File: config.mk
export PLATFORM = sky130hd
export DESIGN_NAME = uart_tx_fifo
export DESIGN_NICKNAME = d
export VERILOG_FILES = /design/src/rtl/uart_tx_fifo.sv
export SDC_FILE = /design/constraint.sdc
export NUM_CORES = 1
export LEC_CHECK = 0
export CELL_PAD_IN_SITES_DETAIL_PLACEMENT = 1
export CELL_PAD_IN_SITES_GLOBAL_PLACEMENT = 2
export CORE_UTILIZATION = 40
export CTS_BUF_LIST = sky130_fd_sc_hd__clkbuf_8
export DETAILED_ROUTE_END_ITERATION = 10
export PLACE_DENSITY_LB_ADDON = 0.1
export SETUP_SLACK_MARGIN = 0.1
export SYNTH_ARGS = -nofsm -noshare
export SYNTH_HDL_FRONTEND = slang
export SYNTH_SLANG_ARGS = --single-unit
File: constraint.sdc
create_clock -name clock -period 3.72 [get_ports clock]
set_input_delay 0.558 -clock clock [delete_from_list [all_inputs] [get_ports clock]]
set_output_delay 0.558 -clock clock [all_outputs]
set_load 0.03 [all_outputs]
File: src/rtl/uart_tx_fifo.sv
// UART transmitter fed by a FIFO with a valid/ready push interface.
// Frames: start, DATA_BITS LSB-first, optional parity, STOP_BITS stop bits.
module uart_tx_fifo #(
    parameter int unsigned CLOCK_SPEED = 27000000,
    parameter int unsigned BAUD_RATE   = 115200,
    parameter int unsigned DATA_BITS   = 8,
    parameter int unsigned PARITY      = 0,
    parameter int unsigned STOP_BITS   = 1,
    parameter int unsigned FIFO_DEPTH  = 16
) (
    input  logic                          clock,
    input  logic                          reset,
    input  logic [DATA_BITS-1:0]          dataIn,
    input  logic                          dataValid,
    output logic                          dataReady,
    output logic                          uart_tx,
    output logic                          txBusy,
    output logic [$clog2(FIFO_DEPTH):0]   fifoCount
);
    localparam int unsigned CLOCK_DELAY = CLOCK_SPEED / BAUD_RATE;
    localparam int unsigned CW = $clog2(CLOCK_DELAY);
    localparam int unsigned BW = $clog2(DATA_BITS);
    localparam int unsigned AW = $clog2(FIFO_DEPTH);

    if (CLOCK_DELAY < 2) begin : g_bad_baud
        $error("uart_tx_fifo: CLOCK_SPEED/BAUD_RATE must be at least 2");
    end
    if (DATA_BITS < 5 || DATA_BITS > 9) begin : g_bad_data
        $error("uart_tx_fifo: DATA_BITS must be 5..9");
    end
    if (PARITY > 2 || STOP_BITS < 1 || STOP_BITS > 2) begin : g_bad_frame
        $error("uart_tx_fifo: PARITY must be 0..2 and STOP_BITS 1..2");
    end
    if (FIFO_DEPTH < 2 || (FIFO_DEPTH & (FIFO_DEPTH - 1)) != 0) begin : g_bad_depth
        $error("uart_tx_fifo: FIFO_DEPTH must be a power of two >= 2");
    end

    typedef enum logic [2:0] {S_IDLE, S_START, S_DATA, S_PARITY, S_STOP} state_t;

    state_t               state, state_n;
    logic [CW-1:0]        baud_cnt, baud_n;
    logic [BW-1:0]        bit_idx, bit_n;
    logic [DATA_BITS-1:0] shreg, shreg_n;
    logic                 par_bit, par_n;
    logic                 tx_n;
    logic                 push, pop, baud_last, fifo_empty;
    logic [AW-1:0]        rd_ptr, wr_ptr;
    logic [DATA_BITS-1:0] mem [FIFO_DEPTH];

    assign dataReady  = (fifoCount != (AW+1)'(FIFO_DEPTH));
    assign fifo_empty = (fifoCount == '0);
    assign push       = dataValid && dataReady;
    assign baud_last  = (baud_cnt == CW'(CLOCK_DELAY - 1));
    assign txBusy     = (state != S_IDLE) || !fifo_empty;

    always_ff @(posedge clock) begin
        if (push) mem[wr_ptr] <= dataIn;
    end

    // uart_tx is the registered image of the current state, so the line lags the FSM by one cycle
    always_comb begin
        state_n = state;
        baud_n  = baud_last ? '0 : baud_cnt + 1'b1;
        bit_n   = bit_idx;
        shreg_n = shreg;
        par_n   = par_bit;
        tx_n    = 1'b1;
        pop     = 1'b0;
        unique case (state)
            S_IDLE: begin
                baud_n = '0;
                if (!fifo_empty) begin
                    pop     = 1'b1;
                    state_n = S_START;
                end
            end
            S_START: begin
                tx_n = 1'b0;
                if (baud_last) begin
                    state_n = S_DATA;
                    bit_n   = '0;
                end
            end
            S_DATA: begin
                tx_n = shreg[bit_idx];
                if (baud_last) begin
                    if (bit_idx == BW'(DATA_BITS - 1)) begin
                        bit_n   = '0;
                        state_n = (PARITY != 0) ? S_PARITY : S_STOP;
                    end else begin
                        bit_n = bit_idx + 1'b1;
                    end
                end
            end
            S_PARITY: begin
                tx_n = par_bit;
                if (baud_last) state_n = S_STOP;
            end
            S_STOP: begin
                if (baud_last) begin
                    if (bit_idx == BW'(STOP_BITS - 1)) begin
                        bit_n = '0;
                        if (!fifo_empty) begin
                            pop     = 1'b1;
                            state_n = S_START;
                        end else begin
                            state_n = S_IDLE;
                        end
                    end else begin
                        bit_n = bit_idx + 1'b1;
                    end
                end
            end
            default: state_n = S_IDLE;
        endcase
        if (pop) begin
            shreg_n = mem[rd_ptr];
            par_n   = (^mem[rd_ptr]) ^ (PARITY == 1);
            baud_n  = '0;
            bit_n   = '0;
        end
    end

    always_ff @(posedge clock or posedge reset) begin
        if (reset) begin
            state     <= S_IDLE;
            baud_cnt  <= '0;
            bit_idx   <= '0;
            shreg     <= '0;
            par_bit   <= 1'b0;
            uart_tx   <= 1'b1;
            rd_ptr    <= '0;
            wr_ptr    <= '0;
            fifoCount <= '0;
        end else begin
            state    <= state_n;
            baud_cnt <= baud_n;
            bit_idx  <= bit_n;
            shreg    <= shreg_n;
            par_bit  <= par_n;
            uart_tx  <= tx_n;
            if (push) wr_ptr <= wr_ptr + 1'b1;
            if (pop)  rd_ptr <= rd_ptr + 1'b1;
            case ({push, pop})
                2'b10:   fifoCount <= fifoCount + 1'b1;
                2'b01:   fifoCount <= fifoCount - 1'b1;
                default: fifoCount <= fifoCount;
            endcase
        end
    end
endmodule

# Word-level counts from Yosys, hierarchy flattened

Memories as Yosys holds them, arrays and structs flattened.
Cells that the tools add are included.

Add/sub/neg operators: 6
Order comparisons: 1
Equal/unequal tests: 19
Muxes and demuxes: 29
Reduce and logical (&&, ||, !) cells: 12

Operators with widths:

| cell                                               | number |
|---|---|
| two-way mux 3 bit                                  | 13 |
| two-way mux 8 bit                                  | 3 |
| case mux 3 bit (5 select lines)                    | 1 |
| != test 2 bit, second input constant               | 7 |
| case mux 5 bit (2 select lines)                    | 1 |
| != test 3 bit, second input constant               | 3 |
| case mux 3 bit (3 select lines)                    | 1 |
| adder 4 x 1 -> 4 bit, second input constant        | 2 |
| adder 8 x 1 -> 8 bit, second input constant        | 1 |
| == test 8 bit, second input constant               | 1 |
| XOR reduction 8 bit                                | 1 |
| two-way mux 1 bit                                  | 7 |
| AND reduction 7 bit                                | 1 |
| == test 3 x 2 -> 1 bit, second input constant      | 2 |
| == test 3 bit, second input constant               | 2 |
| logical NOT 3 bit                                  | 2 |
| adder 5 x 1 -> 5 bit, second input constant        | 1 |
| logical NOT 5 bit                                  | 1 |
| != test 5 bit, second input constant               | 1 |
| subtractor 5 x 1 -> 5 bit, second input constant   | 1 |
| < comparator 3 x 4 -> 1 bit, second input constant | 1 |
| AND reduction 4 bit                                | 1 |
| nonzero test 4 bit                                 | 1 |
| adder 3 x 1 -> 3 bit, second input constant        | 1 |
| 11 further kinds                                   | 11 |

Register bits: 37
RAM bits: 128
Logic and storage cells: 77
Memories kept: 1

Memory list:

| memory | depth | bits a word | rd ports | clocked after Yosys merged registers in | wr ports | RTL line | RTL |
|---|---|---|---|---|---|---|---|
| mem    | 16    | 8           | 1        | 0                                       | 1        | 48       | `logic [DATA_BITS-1:0] mem [FIFO_DEPTH];` |

# Depth between registers and ports, before layout

Gate-level depths: netlist (run 1).

Word-level depth: 7
Gate-level depth with buffers: 17
Mapped depth without buffers: 15

# Worst setup path before layout (run 1)

No wires, ideal clock.

Path type: register to register
From: register baud_cnt[4]
To: register fifoCount[4]
Library setup time: 0.080 ns
Arrival time: 3.327 ns
Data required time: 3.640 ns
Setup slack: 0.312 ns
Cell stages (with the launch flop): 16
Path buffers: 2
Cell sequence: dfrtp_1 nand4b_1 nor3_4 nand2_1 a2111oi_4 buf_4 ha_1 clkbuf_1 xor2_1 ha_1 nor2b_1 a22oi_1 o22ai_1 nand2b_1 a21oi_1 xor2_1

Cells in the longest elaborated chain, start to end: 5
Elaborated cells on any way between the ends: 7
Classes of those cells: eq/ne: 3; mux: 3; reduce/logical: 1

Ends and longest elaborated chain:

| what                                                                  | RTL line | RTL |
|---|---|---|
| from (decl)                                                           | 41       | `logic [CW-1:0] baud_cnt, baud_n;` |
| from (signal assigned)                                                | 137      | `baud_cnt <= baud_n;` |
| == test 8 bit (*)                                                     | 53       | `assign baud_last = (baud_cnt == CW'(CLOCK_DELAY - 1));` |
| two-way mux 1 bit (*)                                                 | 100      | `if (baud_last) begin` |
| case mux 1 bit (2 select lines) (*)                                   | 69       | `unique case (state)` |
| == test 2 x 1 -> 1 bit or == test 2 bit (tied branches)               | 144      | `case ({push, pop})` |
| case mux 5 bit (2 select lines) or nonzero test 2 bit (tied branches) | -        |  |
| to (signal assigned)                                                  | 145      | `2'b10: fifoCount <= fifoCount + 1'b1;` |
| to (signal assigned)                                                  | 146      | `2'b01: fifoCount <= fifoCount - 1'b1;` |
| to (signal assigned)                                                  | 147      | `default: fifoCount <= fifoCount;` |
| to (decl)                                                             | 18       | `output logic [$clog2(FIFO_DEPTH):0] fifoCount` |

Mark *: on every way between the ends. The rest lies on a longest branch, timed or not.
A chain may end at the register's enable or synchronous reset.

# Worst setup path in the final report (run 1)

Same ends and word-level chain as after synthesis.

==> results list, run 1 <==
* Result of the run: finished, final reports clean
- Top cells by instance count after synthesis: edfxtp_1 (128), dfrtp_1 (36), mux4_2 (30), nor2_1 (30), nand2_1 (22)
* Diodes inserted: 0
- In the global route stage, overall resource usage came out at 17.5%.
- Max-slew headroom: 39.9%
- Power density over the cells: 729 mW/mm^2
- The wire-length estimate of the detail-placed layout is 9700 um.
* Count of max-cap constraint violations: 0
- Sequential share of power: 45.3%
- In the synthesized netlist, the number of instances is 409.
- Clock tree synthesis inserted a total of 17 buffers.
- Remaining DRCs: 0
- The number of max-slew violations in the final report was 0.
- The final critical path takes up 88.7% of the cycle.
* Internal power of the cells: 3.77 mW
* Post-synthesis instance area: 0.00697 mm^2
- The path class of the tightest hold or removal check is reg2reg.
- Net switching component of the power: 1.94 mW
* #FFs+latches synth: 165
* Cts-stage hold buffer count: 0
- # Post-CTS Setup Buffers: 0
- Using the TritonRoute via totals, the vias-per-cell ratio works out to 5.25.
- Critical path origin: baud_cnt[4]
- The number of nets in the synthesized netlist is 433.
- Clock tree from TritonCTS: yes
* Nets@finish: 467
* Count of pins on the block boundary: 19
* Data arrival, critical path: 3680 ps
- The filler cells instantiated in the layout total 1652.
- Counting every sink on the clock net gives 165.
* Pre-CTS setup slack: 482 ps
- Buffers & Inverters on Critical Path: 0
- Initial detailed-routing violation count: 328
- Via Count: 3550
- Power share of the clock group: 21.8%
- The largest total area in the synthesized netlist belongs to edfxtp_1.
* Detail Route Antenna Nets: 0
- After layout, the design draws a total of 5.70 mW.
* Final critical path time including I/O delays and setup: 3300 ps
- The number of hold violations in the final report came to 0.
- In the synthesized netlist the dominant register cell turns out to be edfxtp_1.
- The later pin in the worst-skew pair is clocked with a latency of 450 ps.
- Post-CTS repair changed the size of 0 cells.
* Routability congestion estimate from global placement: 0.740
- In this run the deepest clock path goes through 2 buffers.
- Global-route wire length before repair: 22600 um
- The worst setup path is launched from a flop.
- The largest individual stage delay along the critical path comes from the cell dfrtp_1.
- Async SR Flop Fraction: 22.4%
* Slew of the pin with the lowest slew margin: 898 ps
* Number of search-and-repair iterations in the first detailed-routing pass: 4
* IR drop worst, VDD: 0.286 mV
- By instance count, the leading cell after synthesis is edfxtp_1.
- Entering global routing, the biggest net connects 36 pins.
- The synthesized design devotes to its leading area cell type 55.2% of total area.
- For this run the aggregate overflow at the end of global routing stands at 0.
- In this run, synthesis inferred 128 flip-flops with an integrated enable.
- Once the floorplan was initialized, standard cells occupied 41.4% of the core.
- Setup repair after global routing left no endpoint under its margin.
- Cells with a size suffix above 1 make up 20.6% of the layout.
- Clock-pin slew was measured on the worst setup and hold paths at 100 ps.
- Max Fanout on Critical Path: 9
* Via count of the first global-routing pass: 3905
* Endpoints failing setup: 0
- Measured along the x axis, the die boundary spans 134 um.
* CP delay by family, top: simple AND/OR/NAND/NOR gates
* Fmax: 303 MHz
- Relative to the synthesized area, the layout overhead comes to 12.2%.
* Area contributors post-synth: edfxtp_1 (55%), dfrtp_1 (13%), mux4_2 (9.7%)
- Data required, critical path: 4100 ps
- STA classifies the critical path endpoint as a flop.
- P_leak: 2.72 nW
* Worst Skew: 15.8 ps
- DRT Wirelength: 14300 um
- Core region area: 0.0168 mm^2
- WL/cell: 21.2 um
- Part of the power in combinational logic: 32.9%
* Clock H-tree levels: 4
- Traced cell by cell, the critical path runs through nand4b_1 > nor3_4 > nand2_1 > a2111oi_4 > ha_1 > xor2_1 > ha_1 > nor2b_1 > a22oi_1 > o22ai_1 > nand2b_1 > a21oi_1 > xor2_1.
- The initialized floorplan defines 47 standard-cell rows.
- The worst register-to-register path begins at baud_cnt[4].
* Die height: 134 um
- CTS root buf: clkbuf_8
- Setup slack of the critical path after layout: 420 ps
- Buffers placed on the I/O ports in this run total 18.
- Sequential elements use 68.5% of the synthesized area.
- Averaged over all synthesized cells, the footprint is 17.0 um^2.
- The floorplan step defined a die boundary enclosing 0.0180 mm^2.
- Yosys cell types: 46
- Warnings, synthesis: 0
- Number of antenna violations at the first check in global routing: 0
- The startpoint identified for the worst hold timing path is baud_cnt[0].
* Switching power share of the total: 34.0%
- Delay of the slowest cell on the worst path: 420 ps
* Worst setup path class: reg2reg
- Setup Total Neg Slack: 0 ps
## power by group through the flow
stage	registers (mW)	logic (mW)	clock network (mW)
after detailed placement	2.63	1.91	0
final	2.58	1.88	1.24
after global routing	2.63	2.05	1.35
after CTS	2.59	1.92	1.28
after global placement	2.62	1.89	0
after floorplan	2.51	1.48	0
## cells by family after synthesis
kind of cell,share of synthesized area [%]
muxes,13.3
DFF,68.5
xor gates and xnor gates,3.02
buffers and inverters,2.07
and+or+nand+nor,6.39
AOI/OAI and AO/OA,4.42
adders and majority gates,2.33
## flip-flops by register name, summed over array words and instances, names as in the netlist
signal,cells
fifoCount,5
mem,128
baud_cnt,8
wr_ptr,4
bit_idx,3
par_bit,1
rd_ptr,4
state,3
shreg,8
uart_tx,1
## worst paths after layout
check	to	slack [ps]	cells past startpoint
worst min register to register	baud_cnt[0]	490	1
worst max-delay path	fifoCount[4]	420	13
worst max register to register	fifoCount[4]	420	13
worst min-delay path	baud_cnt[0]	490	1
min in group asynchronous	fifoCount[4]	550	2
max in group asynchronous	uart_tx	2340	3
## metal layers
| metal | routed length (um) | global-route usage [%] |
|---|---|---|
| met5 | 0 | 0 |
| met4 | 204 | 5.74 |
| met3 | 526 | 4.23 |
| met2 | 6730 | 27.0 |
| met1 | 6880 | 24.4 |
## cell usage in the layout, fill, tap and decap left out, types with 4 or more instances in the layout
cell	Yosys	final
xor2_1	8	8
xnor2_1	16	16
mux4_2	30	30
ha_1	13	13
nand2b_1	7	7
inv_1	11	12
mux2_2	9	9
a22oi_1	13	13
nor3_1	6	6
mux4_1	4	4
a21oi_1	9	9
dfrtp_1	36	35
nor2_1	30	30
clkinvlp_4	0	4
buf_4	1	16
o21ai_0	7	7
nand4b_1	4	4
inv_6	0	5
clkdlybuf4s50_1	0	18
nor2b_1	5	5
edfxtp_1	128	128
clkbuf_8	0	17
nand2_1	22	22
## per-stage QoR
| stage | hold WS (ps) | instance area, um^2 | util [%] | std cells |
|---|---|---|---|---|
| 6_report | 494 | 7820 | 46.5 | 676 |
| 5_1_grt | 522 | 7820 | 46.5 | 676 |
| 4_1_cts | 498 | 7820 | 46.5 | 676 |
| 3_5_place_dp | 485 | 7440 | 44.2 | 644 |
| 3_3_place_gp | 468 | 7440 | 44.2 | 644 |
| 2_1_floorplan | 453 | 6970 | - | 409 |
## final cells by class
type                            instances  area, um^2  area share [%]
Sequential cell                       165        4770            61.0
Multi-Input combinational cell        214        2050            26.3
Timing Repair Buffer                   34         300            3.84
Tap cell                              220         275            3.52
Clock buffer                           17         234            2.99
Clock inverter                         15         145            1.86
Inverter                               11        41.3           0.528
Power figures use the tool's default switching activity.
==> inputs of run 2 (changes only) <==
- CELL_PAD_IN_SITES_DETAIL_PLACEMENT: 1 -> unset
- CELL_PAD_IN_SITES_GLOBAL_PLACEMENT: 2 -> unset
- PLACE_DENSITY_LB_ADDON: 0.1 -> unset
==> run 2 against run 1 <==
Compared with the run above:
- critical path depth unchanged
- wire length decreased by 14%
- critical path type unchanged
- power decreased by 2.1%
- via count decreased by 0.82%
- hold slack improved by 8.6 ps
- sequential power decreased by 2%
- utilization decreased by 0.25 points
- maximum frequency increased by 2.3%
- sequential share of layout area increased by 0.33 points
- die area unchanged
==> results list, run 2 (same netlist as run 1, synthesis figures left out) <==
- The master cell of the clock root buffer was clkbuf_8 (unchanged).
- Cts-stage hold buffer count: 0 (unchanged)
- Hold WC Path Type: reg2reg (unchanged)
- The count of H-tree levels built during CTS came to 4 (unchanged).
* Detail Route Antenna Nets: 0 (unchanged)
- The power per cell area came to 718 mW/mm^2 (was 729 mW/mm^2).
- Area overhead of the layout relative to synthesis: 11.6% (was 12.2%)
* DRT Wirelength: 12300 um (was 14300 um)
* Delay of the slowest cell on the worst path: 420 ps (about the same)
- Startpoint of the most critical hold path: baud_cnt[0] (unchanged)
* # fillers: 1462 (was 1652)
* Master of the slowest instance on the critical path: dfrtp_1 (unchanged)
- Gates resized, CTS repair: 0 (unchanged)
- The vias per cell is 5.24 (was 5.25).
* Critical path origin: baud_cnt[4] (unchanged)
- The combinational cell fraction of total power was 33.4% (was 32.9%).
* Initial detailed-routing violation count: 238 (was 328)
- Max reg flops: 128 (unchanged)
* Cells along the critical path: nand4b_1 > nor3_4 > nand2_1 > a2111oi_4 > ha_1 > xor2_1 > ha_1 > nor2b_1 > a22oi_1 > o22ai_1 > nand2b_1 > a21oi_1 > xor2_1 (unchanged)
- Diodes inserted: 0 (unchanged)
- Clock tree from TritonCTS: yes (unchanged)
- Count of standard-cell rows: 47 (unchanged)
- Internal power of the cells: 3.70 mW (was 3.77 mW)
- The number of antenna violations at the first check in global routing came to 0 (unchanged).
- # Post-CTS Setup Buffers: 0 (unchanged)
- Count of max-cap constraint violations: 0 (unchanged)
* Initial standard-cell utilization of the core: 41.4% (unchanged)
- The power share of the clock group came to 21.5% (was 21.8%).
* Data arrival, critical path: 3610 ps (was 3680 ps)
- Switching power share of the total: 33.7% (was 34.0%)
* Clock transition at the register clock pins on the worst setup and hold paths after CTS: 90 ps (was 100 ps)
- Global-route wire length before repair: 20000 um (was 22600 um)
- Largest net degree at the start of global routing: 36 (unchanged)
- Post-detailed-placement half-perimeter wirelength: 8170 um (was 9700 um)
- The setup skew after layout came to 11.8 ps (was 15.8 ps).
- TritonCTS Buffers: 17 (unchanged)
- The placed standard-cell area came to 0.00741 mm^2 (was 0.00744 mm^2).
- The overall routing resource usage is 15.3% (was 17.5%).
* WL/cell: 18.3 um (was 21.2 um)
- Die height: 134 um (unchanged)
- Final critical path time including I/O delays and setup: 3220 ps (was 3300 ps)
- The power spent charging and discharging nets is 1.88 mW (was 1.94 mW).
* Post-route fraction of the period consumed by the critical path: 86.7% (was 88.7%)
* Via Count: 3521 (was 3550)
* Core region area: 0.0168 mm^2 (unchanged)
* Fraction of layout cells with a size suffix above 1: 20.1% (was 20.6%)
- The layout net count is 463 (was 467).
- The number of hold violations in the final report is 0 (unchanged).
- The source-to-sink clock delay at the later pin of the worst-skew pair was 460 ps (was 450 ps).
- Setup repair after global routing missed its margin: no (unchanged)
- Top Registers: mem (128), baud_cnt (8), shreg (8) (unchanged)
* Launch point of the worst reg-to-reg path: baud_cnt[4] (unchanged)
* Data required, critical path: 4110 ps (was 4100 ps)
* Worst hold margin: 503 ps (was 494 ps)
* IR drop worst, VDD: 0.322 mV (was 0.286 mV)
- Leading cell types in the layout, fill and taps excluded: edfxtp_1 (128), dfrtp_1 (35), mux4_2 (30), nor2_1 (30), nand2_1 (22) (unchanged)
* Worst setup path class: reg2reg (unchanged)
- The final setup violation count was 0 (unchanged).
- The register name with the most flops is mem (unchanged).
- Area of the die: 0.0180 mm^2 (unchanged)
- Fraction of the core area covered by cells at the end of the flow: 46.3% (was 46.5%)
- Result of the run: finished, final reports clean (unchanged)
- Via count of the first global-routing pass: 3665 (was 3905)
- Maximum root-to-sink buffer count: 2 (unchanged)
- Remaining DRCs: 0 (unchanged)
- Sink count of the clock tree: 165 (unchanged)
- Fmax: 310 MHz (was 303 MHz)
- The leading cell type in the layout, fill and taps excluded was edfxtp_1 (unchanged).
- The sequential fraction of design power came to 45.0% (was 45.3%).
- Number of search-and-repair iterations in the first detailed-routing pass: 4 (unchanged)
* Slew of the pin with the lowest slew margin: 1030 ps (was 898 ps)
* Chip width: 134 um (unchanged)
- The number of I/O pins is 19 (unchanged).
- The final estimated routing congestion in global placement came to 0.797 (was 0.740).
* Number of max-slew violations in the final report: 0 (unchanged)
- P_leak: 2.70 nW (was 2.72 nW)
- The number of buffer cells added on primary ports is 18 (unchanged).
- The final-layout setup total negative slack was 0 ps (unchanged).
* Kind of launch point of the worst setup path: flop (unchanged)
- Final std cell area, no fill: 0.00778 mm^2 (was 0.00782 mm^2)
* Sum of overflow across all layers after global routing: 0 (unchanged)
- The worst relative slew slack is 31.4% (was 39.9%).
* Max Fanout on Critical Path: 9 (unchanged)
* Sort of element at the end of the critical path: flop (unchanged)
==> run 2: power by group through the flow <==
stage | registers (mW) | clock network [mW] | logic, mW
global route | 2.56 | 1.30 | 2.06
global placement | 2.55 | 0 | 1.89
detailed placement | 2.56 | 0 | 1.90
CTS | 2.52 | 1.24 | 1.91
finish | 2.52 | 1.20 | 1.87
floorplan | 2.51 | 0 | 1.48
==> run 2: metrics by stage <==
step	power, mW	instances	setup WS [ps]
after global placement	4.44	640	633
final	5.58	672	496
after global routing	5.92	672	199
after detailed placement	4.47	640	518
after floorplan	3.99	409	312
after CTS	5.67	672	489
==> run 2: metal layers <==
layer | global-route usage (%) | share of wire, %
met1 | 19.8 | 44
met2 | 24.6 | 50
met3 | 3.51 | 3.7
met4 | 6.50 | 1.9
met5 | 0 | 0
==> run 2: area by class of cell <==
cell class                 instances  area (um^2)  share of cell area [%]
sequential                       165         4770                    61.3
multi-input combinational        214         2050                    26.4
tap                              220          275                    3.54
timing repair buffer              30          270                    3.47
clock buffer                      17          234                    3.01
clock inverter                    15          133                    1.70
inverter                          11         41.3                   0.531
==> run 2: final timing paths <==
path                                     end  slack [ps]  cells past startpoint
max in group asynchronous       fifoCount[4]        2310                      3
worst min register to register   baud_cnt[0]         500                      1
worst max-delay path            fifoCount[4]         500                     13
min in group asynchronous       fifoCount[1]         640                      2
worst min-delay path             baud_cnt[0]         500                      1
worst max register to register  fifoCount[4]         500                     13
==> run 2: critical path: cells and delay by family, from the launching register on <==
family	cells	cell delay (ps)
AND/OR/NAND/NOR	5	1040
AO/OA/AOI/OAI	4	770
adder cells (fa/ha/maj)	2	600
flip-flops	1	420
XOR/XNOR	2	330
